[config.mk]
export PLATFORM = sky130hd
export DESIGN_NAME = mem_wb_stage
export DESIGN_NICKNAME = d
export VERILOG_FILES = /design/src/rtl/cpu_pkg.sv /design/src/rtl/wb_mux.sv /design/src/rtl/mem_wb_stage.sv
export SDC_FILE = /design/constraint.sdc
export NUM_CORES = 1
export LEC_CHECK = 0
export CELL_PAD_IN_SITES_DETAIL_PLACEMENT = 1
export CELL_PAD_IN_SITES_GLOBAL_PLACEMENT = 2
export CORE_UTILIZATION = 27
export CTS_BUF_LIST = sky130_fd_sc_hd__clkbuf_4 sky130_fd_sc_hd__clkbuf_8
export CTS_CLUSTER_SIZE = 12
export DETAILED_ROUTE_END_ITERATION = 16
export PLACE_DENSITY_LB_ADDON = 0.1
export SETUP_SLACK_MARGIN = 0.5
export SLEW_MARGIN = 10
export SYNTH_ARGS = -nofsm -noshare
export SYNTH_HDL_FRONTEND = slang
export SYNTH_SLANG_ARGS = --single-unit
[constraint.sdc]
create_clock -name clk -period 2.1 [get_ports clk]
set_input_delay 0.315 -clock clk [delete_from_list [all_inputs] [get_ports clk]]
set_output_delay 0.315 -clock clk [all_outputs]
set_load 0.01 [all_outputs]
[src/rtl/cpu_pkg.sv]
// Shared definitions for the 8-bit pipelined core: datapath widths, the stack
// pointer index, write-back select encodings and the write-back FSM states.
package cpu_pkg;

    localparam int DATA_W  = 8;
    localparam int ADDR_W  = 2;
    localparam int SP_ADDR = 3;

    localparam logic [1:0] WB_SEL_ALU  = 2'd0;
    localparam logic [1:0] WB_SEL_MEM  = 2'd1;
    localparam logic [1:0] WB_SEL_PORT = 2'd2;
    localparam logic [1:0] WB_SEL_IMM  = 2'd3;

    typedef logic [0:0] wb_state_t;
    localparam wb_state_t RUN   = 1'b0;
    localparam wb_state_t SPLIT = 1'b1;

endpackage

[src/rtl/wb_mux.sv]
// 4:1 write-back data select feeding the MEM/WB pipeline register.
module wb_mux
    import cpu_pkg::*;
#(
    parameter int W = DATA_W
) (
    input  logic [1:0]   sel,
    input  logic [W-1:0] alu,
    input  logic [W-1:0] mem,
    input  logic [W-1:0] port,
    input  logic [W-1:0] imm,
    output logic [W-1:0] wd
);

    always_comb begin
        unique case (sel)
            WB_SEL_ALU:  wd = alu;
            WB_SEL_MEM:  wd = mem;
            WB_SEL_PORT: wd = port;
            default:     wd = imm;
        endcase
    end

endmodule

[src/rtl/mem_wb_stage.sv]
// MEM/WB pipeline register and write-back sequencer: drives the register-file
// write port and SP strobes, splitting an SP update plus an R3 write into two beats.
module mem_wb_stage
    import cpu_pkg::*;
#(
    parameter int DATA_W  = cpu_pkg::DATA_W,
    parameter int ADDR_W  = cpu_pkg::ADDR_W,
    parameter int SP_ADDR = cpu_pkg::SP_ADDR
) (
    input  logic              clk,
    input  logic              rst,
    input  logic              in_valid,
    output logic              in_ready,
    input  logic              flush,
    input  logic              in_we,
    input  logic [ADDR_W-1:0] in_rd,
    input  logic [1:0]        in_wb_sel,
    input  logic [DATA_W-1:0] in_alu,
    input  logic [DATA_W-1:0] in_mem,
    input  logic [DATA_W-1:0] in_port,
    input  logic [DATA_W-1:0] in_imm,
    input  logic              in_inc_sp,
    input  logic              in_dec_sp,
    output logic              WE,
    output logic [ADDR_W-1:0] RW_addr,
    output logic [DATA_W-1:0] WD,
    output logic              IncSP,
    output logic              DecSP,
    output logic              sp_err
);

    localparam logic [ADDR_W-1:0] SP_IDX = ADDR_W'(SP_ADDR);

    wb_state_t         state;
    logic [DATA_W-1:0] pend_wd;
    logic [DATA_W-1:0] wb_data;
    logic              accept;
    logic              sp_both;
    logic              conflict;

    wb_mux #(.W(DATA_W)) u_wb_mux (
        .sel  (in_wb_sel),
        .alu  (in_alu),
        .mem  (in_mem),
        .port (in_port),
        .imm  (in_imm),
        .wd   (wb_data)
    );

    assign in_ready = (state == RUN);
    assign accept   = in_valid & in_ready & ~flush;
    assign sp_both  = in_inc_sp & in_dec_sp;
    // Only a single SP update can collide with an R3 write; a dropped pair cannot.
    assign conflict = in_we & (in_rd == SP_IDX) & (in_inc_sp ^ in_dec_sp);

    // NOTE: all state below uses non-blocking assignments so every register
    // samples pre-edge values; the defaults make WE and the strobes one-cycle pulses.
    always_ff @(posedge clk) begin
        if (rst) begin
            state   <= RUN;
            WE      <= 1'b0;
            RW_addr <= '0;
            WD      <= '0;
            IncSP   <= 1'b0;
            DecSP   <= 1'b0;
            sp_err  <= 1'b0;
            // NOTE: the pending write is a single register, not an array, so it is
            // cleared here to guarantee a reset mid-SPLIT can never leak it.
            pend_wd <= '0;
        end else begin
            WE    <= 1'b0;
            IncSP <= 1'b0;
            DecSP <= 1'b0;

            if (state == SPLIT) begin
                WE      <= 1'b1;
                RW_addr <= SP_IDX;
                WD      <= pend_wd;
                state   <= RUN;
            end else if (accept) begin
                if (sp_both)
                    sp_err <= 1'b1;

                if (conflict) begin
                    // Beat 1: SP moves first so the stored R3 value wins afterwards.
                    IncSP   <= in_inc_sp;
                    DecSP   <= in_dec_sp;
                    pend_wd <= wb_data;
                    state   <= SPLIT;
                end else begin
                    WE    <= in_we;
                    IncSP <= in_inc_sp & ~sp_both;
                    DecSP <= in_dec_sp & ~sp_both;
                    if (in_we) begin
                        RW_addr <= in_rd;
                        WD      <= wb_data;
                    end
                end
            end
        end
    end

endmodule

* Yosys cells after proc, flatten, opt, wreduce, memory -nomap -nowiden
Cells that the tools add are included.
** Word-level totals
- Output and inout port bits :: 15
- Flip-flop bits (word level) :: 23
- Logic and storage cells :: 46
** Cells by class
- Reduce and logical (&&, ||, !) cells :: 7
- Bitwise gates (word level) :: 12
- Equal/unequal tests :: 4
- Muxes and demuxes :: 15
** Operator list (count)
- $mux 8 :: 4
- $pmux 8 s3 :: 1
- $reduce_and 3->1 :: 3
- $mux 2 :: 4
- $and 1x1->1 :: 7
- $mux 1 :: 6
- $eq 2x2->1 const B :: 2
- $not 1->1 :: 4
- $reduce_bool 2->1 :: 2
- $reduce_or 3->1 :: 1
- $eq 2x1->1 const B :: 1
- $logic_not 2->1 :: 1
- $ne 2x2->1 const B :: 1
- $xor 1x1->1 :: 1

* Depth between registers and ports, before layout
Gate-level depths: netlist (run 1).
- Depth in word-level cells :: 6
- Mapped depth :: 6
- Depth with buffers taken out :: 5

* By module
Synthesis (run 1) repeated with hierarchy kept, for this count alone.
** Unflattened totals
- Cells, all modules :: 124
- Area total of the unflattened synthesis :: 1276.2 µm²
** By module, submodules not included
- mem_wb_stage :: cells an instance 114, area an instance 1079.8 µm², times used 1
- wb_mux :: cells an instance 10, area an instance 196.4 µm², times used 1

* Worst setup path before layout (run 1)
OpenSTA, ideal clock, no wires.
- Path type :: input -> register
- Start :: input in_inc_sp
- End :: register WD[0]
- Slack :: 675 ps
- Data required time :: 2012 ps
- Arrival :: 1337 ps
- Path buffers :: 1
- Stages on the path :: 6
- Setup time :: 88 ps
- Cell sequence :: inv_1 -> ha_1 -> and3b_1 -> clkbuf_2 -> o21ai_0 -> a311oi_2
** Between the ends
- Word-level cells in the longest chain between the ends :: 4
** Ends and longest elaborated chain
- start, declared :: line mem_wb_stage.sv:22 : input logic in_inc_sp,
- $xor 1x1->1 :: line mem_wb_stage.sv:54 : assign conflict = in_we & (in_rd == SP_IDX) & (in_inc_sp ^ in_dec_sp);
- $and 1x1->1 :: line mem_wb_stage.sv:54
- $ne 2x2->1 (no source line)
- $reduce_and 3->1 (no source line)
- end signal, assigned :: line mem_wb_stage.sv:78 : WD <= pend_wd;
- end signal, assigned :: line mem_wb_stage.sv:96 : WD <= wb_data;
- end, declared :: line mem_wb_stage.sv:26 : output logic [DATA_W-1:0] WD,
Every way passes these cells.
A chain may end at the register's enable or synchronous reset.

* Worst setup path in the final report (run 1)
- Start :: input in_wb_sel[0]
- End :: register WD[7]
** Between the ends
- Word-level cells in the longest chain between the ends :: 6
- Elaborated cells on any way between the ends :: 8
** Ends and longest elaborated chain
- start, declared :: line mem_wb_stage.sv:17 : input logic [1:0] in_wb_sel,
- $eq 2x2->1 (tied with other cells) :: line wb_mux.sv:16 : unique case (sel)
- $pmux 8 s3 (*) :: line wb_mux.sv:16
- $mux 8 (*) :: line mem_wb_stage.sv:94 : if (in_we) begin
- $mux 8 (*) :: line mem_wb_stage.sv:84 : if (conflict) begin
- $mux 8 (*) :: line mem_wb_stage.sv:80 : end else if (accept) begin
- $mux 8 (*) :: line mem_wb_stage.sv:75 : if (state == SPLIT) begin
Every way passes the cells marked *; elsewhere a longest branch is shown, timed or not. The select of a mux whose other input is x is not followed.

==> results of run 1 <==
## cell families after synthesis
kind of cell             after synthesis  share of synthesized area, %
multiplexers                           8                          14.0
AND/OR/NAND/NOR                       40                          20.3
flip-flops                            23                          35.7
adder cells (fa/ha/maj)                3                          2.91
AO/OA/AOI/OAI                         38                          21.1
buffers and inverters                 13                          6.10
## report_power, final
part	switching [mW]	leakage [nW]	internal, mW
clock	0.151	0.0255	0.133
combinational	0.0963	0.489	0.147
sequential	0.00542	0.187	0.447
total	0.252	0.701	0.727
## metal layers
metal	vias up	part of all wire, %
met3	4	6.0
met2	49	47
met5	-	0
met4	0	0.76
li1	599	-
met1	583	46
## tightest hold or removal path, stage by stage, from the launching register on
cell and delay (ps):
dfxtp_1 340, a21oi_1 50, nor2_1 70
## layout make-up
| type | instances | share of cell area (%) |
|---|---|---|
| well taps | 52 | 3.24 |
| multi-input cells | 90 | 38.8 |
| clock buffers | 3 | 2.06 |
| flip-flops and latches | 23 | 23.0 |
| repair buffers | 65 | 32.1 |
| clock inverters | 1 | 0.249 |
| inverters | 3 | 0.561 |
## what timing repair did
item	CTS	global route
setup endpoints to repair	19	11
resized for setup	9	3
buffers inserted	1	0
pin swaps	1	0
cloned	1	0
## state kept, by name, indices dropped and copies added, names as in the netlist
| name | count |
|---|---|
| WE | 1 |
| sp_err | 1 |
| WD | 8 |
| state | 1 |
| pend_wd | 8 |
| DecSP | 1 |
| IncSP | 1 |
| RW_addr | 2 |
## cells in the mapped netlist
| library cell | number |
|---|---|
| nand3_2 | 8 |
| nand3_1 | 10 |
| nor3b_2 | 1 |
| mux4_2 | 8 |
| nand4b_1 | 1 |
| dfxtp_1 | 23 |
| buf_1 | 2 |
| o21ai_0 | 17 |
| nor2_1 | 11 |
| a31oi_1 | 2 |
| clkbuf_8 | 1 |
| or3b_1 | 1 |
| buf_6 | 2 |
| nor3_1 | 1 |
| clkbuf_2 | 2 |
| a311oi_2 | 8 |
| clkinv_1 | 1 |
| ha_1 | 3 |
| buf_2 | 2 |
| a21oi_1 | 10 |
| inv_1 | 2 |
| and4b_1 | 1 |
| clkbuf_1 | 1 |
| o21ai_1 | 1 |
| nand3b_1 | 2 |
| and2_1 | 2 |
| and3b_1 | 2 |
## path summary, 6_finish.rpt
path | from | end | slack, ps | depth (start not counted)
worst max-delay path | in_wb_sel[0] | WD[7]$_SDFFE_PP0P_ | 530 | 5
worst min-delay path | sp_err$_SDFFE_PP0P_ | sp_err$_SDFFE_PP0P_ | 490 | 2
worst max register to register | state$_SDFF_PP0_ | pend_wd[5]$_SDFFE_PP0P_ | 880 | 3
worst min register to register | sp_err$_SDFFE_PP0P_ | sp_err$_SDFFE_PP0P_ | 490 | 2
==> metrics.txt, run 1 <==
most frequent cells in the layout clkdlybuf4s50_1, dfxtp_1, o21ai_0, nor2_1; largest stage delay on the critical path 560 ps; sum of buffers and inverters on the critical path 2; CTS max path bufs 2; crit-path cells clkdlybuf4s50_1 > buf_6 > mux4_2 > nand3_2 > a311oi_2; Max FO, Critical Path 8; Core ar. 4470 um^2; GR Overflow Total 0; Area contributors post-synth dfxtp_1, mux4_2, a311oi_2, o21ai_0, nand3_2; number of clock sinks 23; post-synthesis sequential area ratio 35.7%; GP Congestion 0.708; Final Critical Period 1570 ps; ANT cells 0; Gate Count Post-Synth 125; clk root buf clkbuf_8; Initial Util 28.9%; TritonCTS clock tree built; total of max-cap violations 0; Slew Viols, Final 0; mapped cell area 1290 um^2; DRC errors left 0; Max-slew headroom 74.6%; drt pass-1 iters 7; GR Layer Usage met1 20.7%; vias after detailed routing 1,235; H-tree levels 1; I/O pins 58; GRT Max-Usage Layer met2; delay-heaviest family, CP buffers and inverters; post-route clock period utilization 75.0%; area of the multi-input gates 779 um^2; Critical-path top delay cell mux4_2; register area 462 um^2; P_leak 0.701 nW; Via density 5.21; PwrDens 488 nW/um^2; Least-Margin Pin Slew 379 ps; final worst setup slack 525 ps; cts bufs inserted 3; share of cells above drive strength 1 23.2%; design area 2010 um^2; critical path class in2reg; clk slew on worst S/H paths 90 ps; most common cell after layout, fill and taps aside clkdlybuf4s50_1; fillers 492; Routed wire per std cell 16.6 um; Hold WC Path Type reg2reg; first-pass GRT wire length 6620 um; CP Data Required Time 2240 ps; Clock Latency Late Sink 270 ps; syn nets 171; status finished clean; vias in the first global route 1,313; area share of the largest cell type after synthesis 35.7%; Final Hold Fails 0; CTS Hold Buffers Added 0; initial antenna violation count 0; total power 979 uW; fin util 44.9%; drt total wl 3940 um; DRT iter0 DRCs 51; Worst IR Drop VDD 0.000253 V; GRT Util Overall 16.7%; crit path DAT 1720 ps; largest net degree at the start of global routing 23; pre-CTS WS -112 ps; Hold WS 491 ps; post-route ant nets 0; clk_skew 3.47 ps; grt met3 use 4.42%; die footprint 5060 um^2; CP endpoint kind flip-flop; Die X 71.2 um; Synth area leader dfxtp_1; Final #Nets 232; final setup vio count 0; Netlist cell types 27; P&R area growth vs syn 55.5%; Fin Setup TNS 0 ps; Die Ht 71.2 um; Post-DP Area 1920 um^2; flops & latches, synth 23; Port Buffer Count 57; final std cells w/o fill 237; # rows 24; CP startpoint kind input pin; YS warnings 0; RSZ-0062 raised after global routing no; Cells after DPL 231; max frequency 0.635 GHz; met2 GRT Util 29.6%; HPWL after DPL 3140 um; Avg Cell Area, Syn 10.3 um^2
No activity file was read; power rests on OpenSTA's default activity.
==> run 2: changes to the inputs <==
--- a/config.mk
+++ b/config.mk
@@ -7,7 +7,7 @@
 export LEC_CHECK = 0
 export CELL_PAD_IN_SITES_DETAIL_PLACEMENT = 1
 export CELL_PAD_IN_SITES_GLOBAL_PLACEMENT = 2
-export CORE_UTILIZATION = 27
+export CORE_UTILIZATION = 22
 export CTS_BUF_LIST = sky130_fd_sc_hd__clkbuf_4 sky130_fd_sc_hd__clkbuf_8
 export CTS_CLUSTER_SIZE = 12
 export DETAILED_ROUTE_END_ITERATION = 16
==> constraint.sdc (replaced) <==
create_clock -name clk -period 1.3 [get_ports clk]
set_input_delay 0.195 -clock clk [delete_from_list [all_inputs] [get_ports clk]]
set_output_delay 0.195 -clock clk [all_outputs]
set_load 0.01 [all_outputs]
==> metrics.txt, run 2 (synthesis gave the netlist of run 1 again) <==
Initial Util 23.2%; GP Congestion 0.741; fin util 45.8%; final setup vio count 0; clk_skew 2.49 ps; die footprint 6180 um^2; register area 477 um^2; PwrDens 677 nW/um^2; GRT Max-Usage Layer met2; RSZ-0062 raised after global routing yes; most common cell after layout, fill and taps aside buf_4; Final Hold Fails 0; max frequency 0.794 GHz; TritonCTS clock tree built; Worst IR Drop VDD 0.000354 V; I/O pins 58; initial antenna violation count 0; critical path class reg2reg; Via density 4.86; share of cells above drive strength 1 56.7%; GRT Util Overall 16.0%; status finished clean; Routed wire per std cell 16.1 um; largest stage delay on the critical path 390 ps; CTS max path bufs 2; Critical Path Source state$_SDFF_PP0_; grt met3 use 1.98%; Max-slew headroom 85.6%; CP startpoint kind flip-flop; total of max-cap violations 0; hold wc startpoint in_dec_sp; HPWL after DPL 3400 um; most frequent cells in the layout buf_4, buf_6, dlymetal6s2s_1, dfxtp_2; DRC errors left 0; final worst setup slack 40.3 ps; Slew Viols, Final 0; DRT iter0 DRCs 27; pre-CTS WS -540 ps; Final #Nets 262; cts bufs inserted 3; P_leak 1.16 nW; Final Critical Period 1260 ps; vias in the first global route 1,547; met2 GRT Util 31.7%; Clock Latency Late Sink 270 ps; P&R area growth vs syn 97.6%; crit-path cells or3b_4 > buf_6 > o21ai_1 > a21oi_2; drt total wl 4630 um; Hold Path Sink DecSP$_SDFF_PP0_; internal reg-to-reg setup slack 40 ps; Reg2Reg Capture Point pend_wd[0]$_SDFFE_PP0P_; GR Overflow Total 0; Worst Reg-to-Reg Cells 4; post-route ant nets 0; Die X 78.6 um; CP endpoint kind flip-flop; post-route clock period utilization 96.9%; ANT cells 0; crit path DAT 1420 ps; Hold WS 242 ps; # rows 27; Port Buffer Count 57; Top Registers WD: 8 flops, pend_wd: 8 flops, RW_addr: 2 flops; Least-Margin Pin Slew 216 ps; Max FO, Critical Path 9; H-tree levels 1; Critical-path top delay cell or3b_4; Core ar. 5570 um^2; CP Data Required Time 1460 ps; number of clock sinks 23; Hold WC Path Type in2reg; area of the multi-input gates 846 um^2; GR Layer Usage met1 17.2%; Die Ht 78.6 um; clk slew on worst S/H paths 90 ps; vias after detailed routing 1,395; clk root buf clkbuf_8; worst hold path stage count 3; first-pass GRT wire length 7510 um; fillers 617; reg2reg start state$_SDFF_PP0_; drt pass-1 iters 4; largest net degree at the start of global routing 19
-- run 2: cell types whose count changed in the layout (fill, tap and decap cells not counted), sizes merged --
cell / previous run / this run
buf: 8 / 58
clkdlybuf4s50: 55 / 8
dlymetal6s2s: 0 / 20
dlygate4sd2: 2 / 8
clkdlybuf4s15: 0 / 2
and3b: 3 / 2
clkbuf: 3 / 4
clkinv: 2 / 1
-- run 2: layout make-up --
cell class                 count  share of cell area, %
timing repair buffer          96                   41.8
inverter                       3                  0.932
multi-input combinational     89                   33.2
tap                           72                   3.53
sequential                    23                   18.7
clock buffer                   4                   1.91
-- run 2: worst max-delay path: cells and delay by family, from the launching register on --
family,cells,cell delay [ps]
buffers and inverters,1,160
AND/OR/NAND/NOR,1,390
flip-flops,1,350
AO/OA/AOI/OAI,2,250
-- run 2: through the flow --
step	area, um^2	power [mW]	std cells	TNS [ps]
after floorplan	1380	0.940	125	0
after global placement	2190	1.19	268	-9350
after detailed placement	2190	1.21	268	-9850
after CTS	2460	1.75	285	0
after global routing	2550	1.81	287	0
final	2550	1.73	287	0
-- run 2: worst max path at each step --
stage,endpoint,slack (ps),depth (start not counted)
global route,pend_wd[0]$_SDFFE_PP0P_,10,4
floorplan,WD[0]$_SDFFE_PP0P_,140,6
detailed placement,WD[6]$_SDFFE_PP0P_,-540,7
global placement,WD[7]$_SDFFE_PP0P_,-490,7
CTS,in_ready,80,3
finish,pend_wd[0]$_SDFFE_PP0P_,40,4
-- run 2: metal layers --
layer | vias up | wire length [um]
li1 | 662 | -
met1 | 688 | 1870
met2 | 43 | 2560
met3 | 2 | 167
met4 | 0 | 31
met5 | - | 0
-- run 2: timing repair --
action	in CTS	in global routing
setup endpoints to repair	38	38
cloned	3	0
buffers inserted	10	2
gates resized for setup	131	32
hold buffers	0	0
pin swaps	11	14
-- run 2: power breakdown --
group | internal (mW) | leakage (nW) | switching, mW | total [mW]
clock | 0.240 | 0.0262 | 0.248 | 0.488
sequential | 0.726 | 0.192 | 0.0131 | 0.739
combinational | 0.306 | 0.938 | 0.193 | 0.499
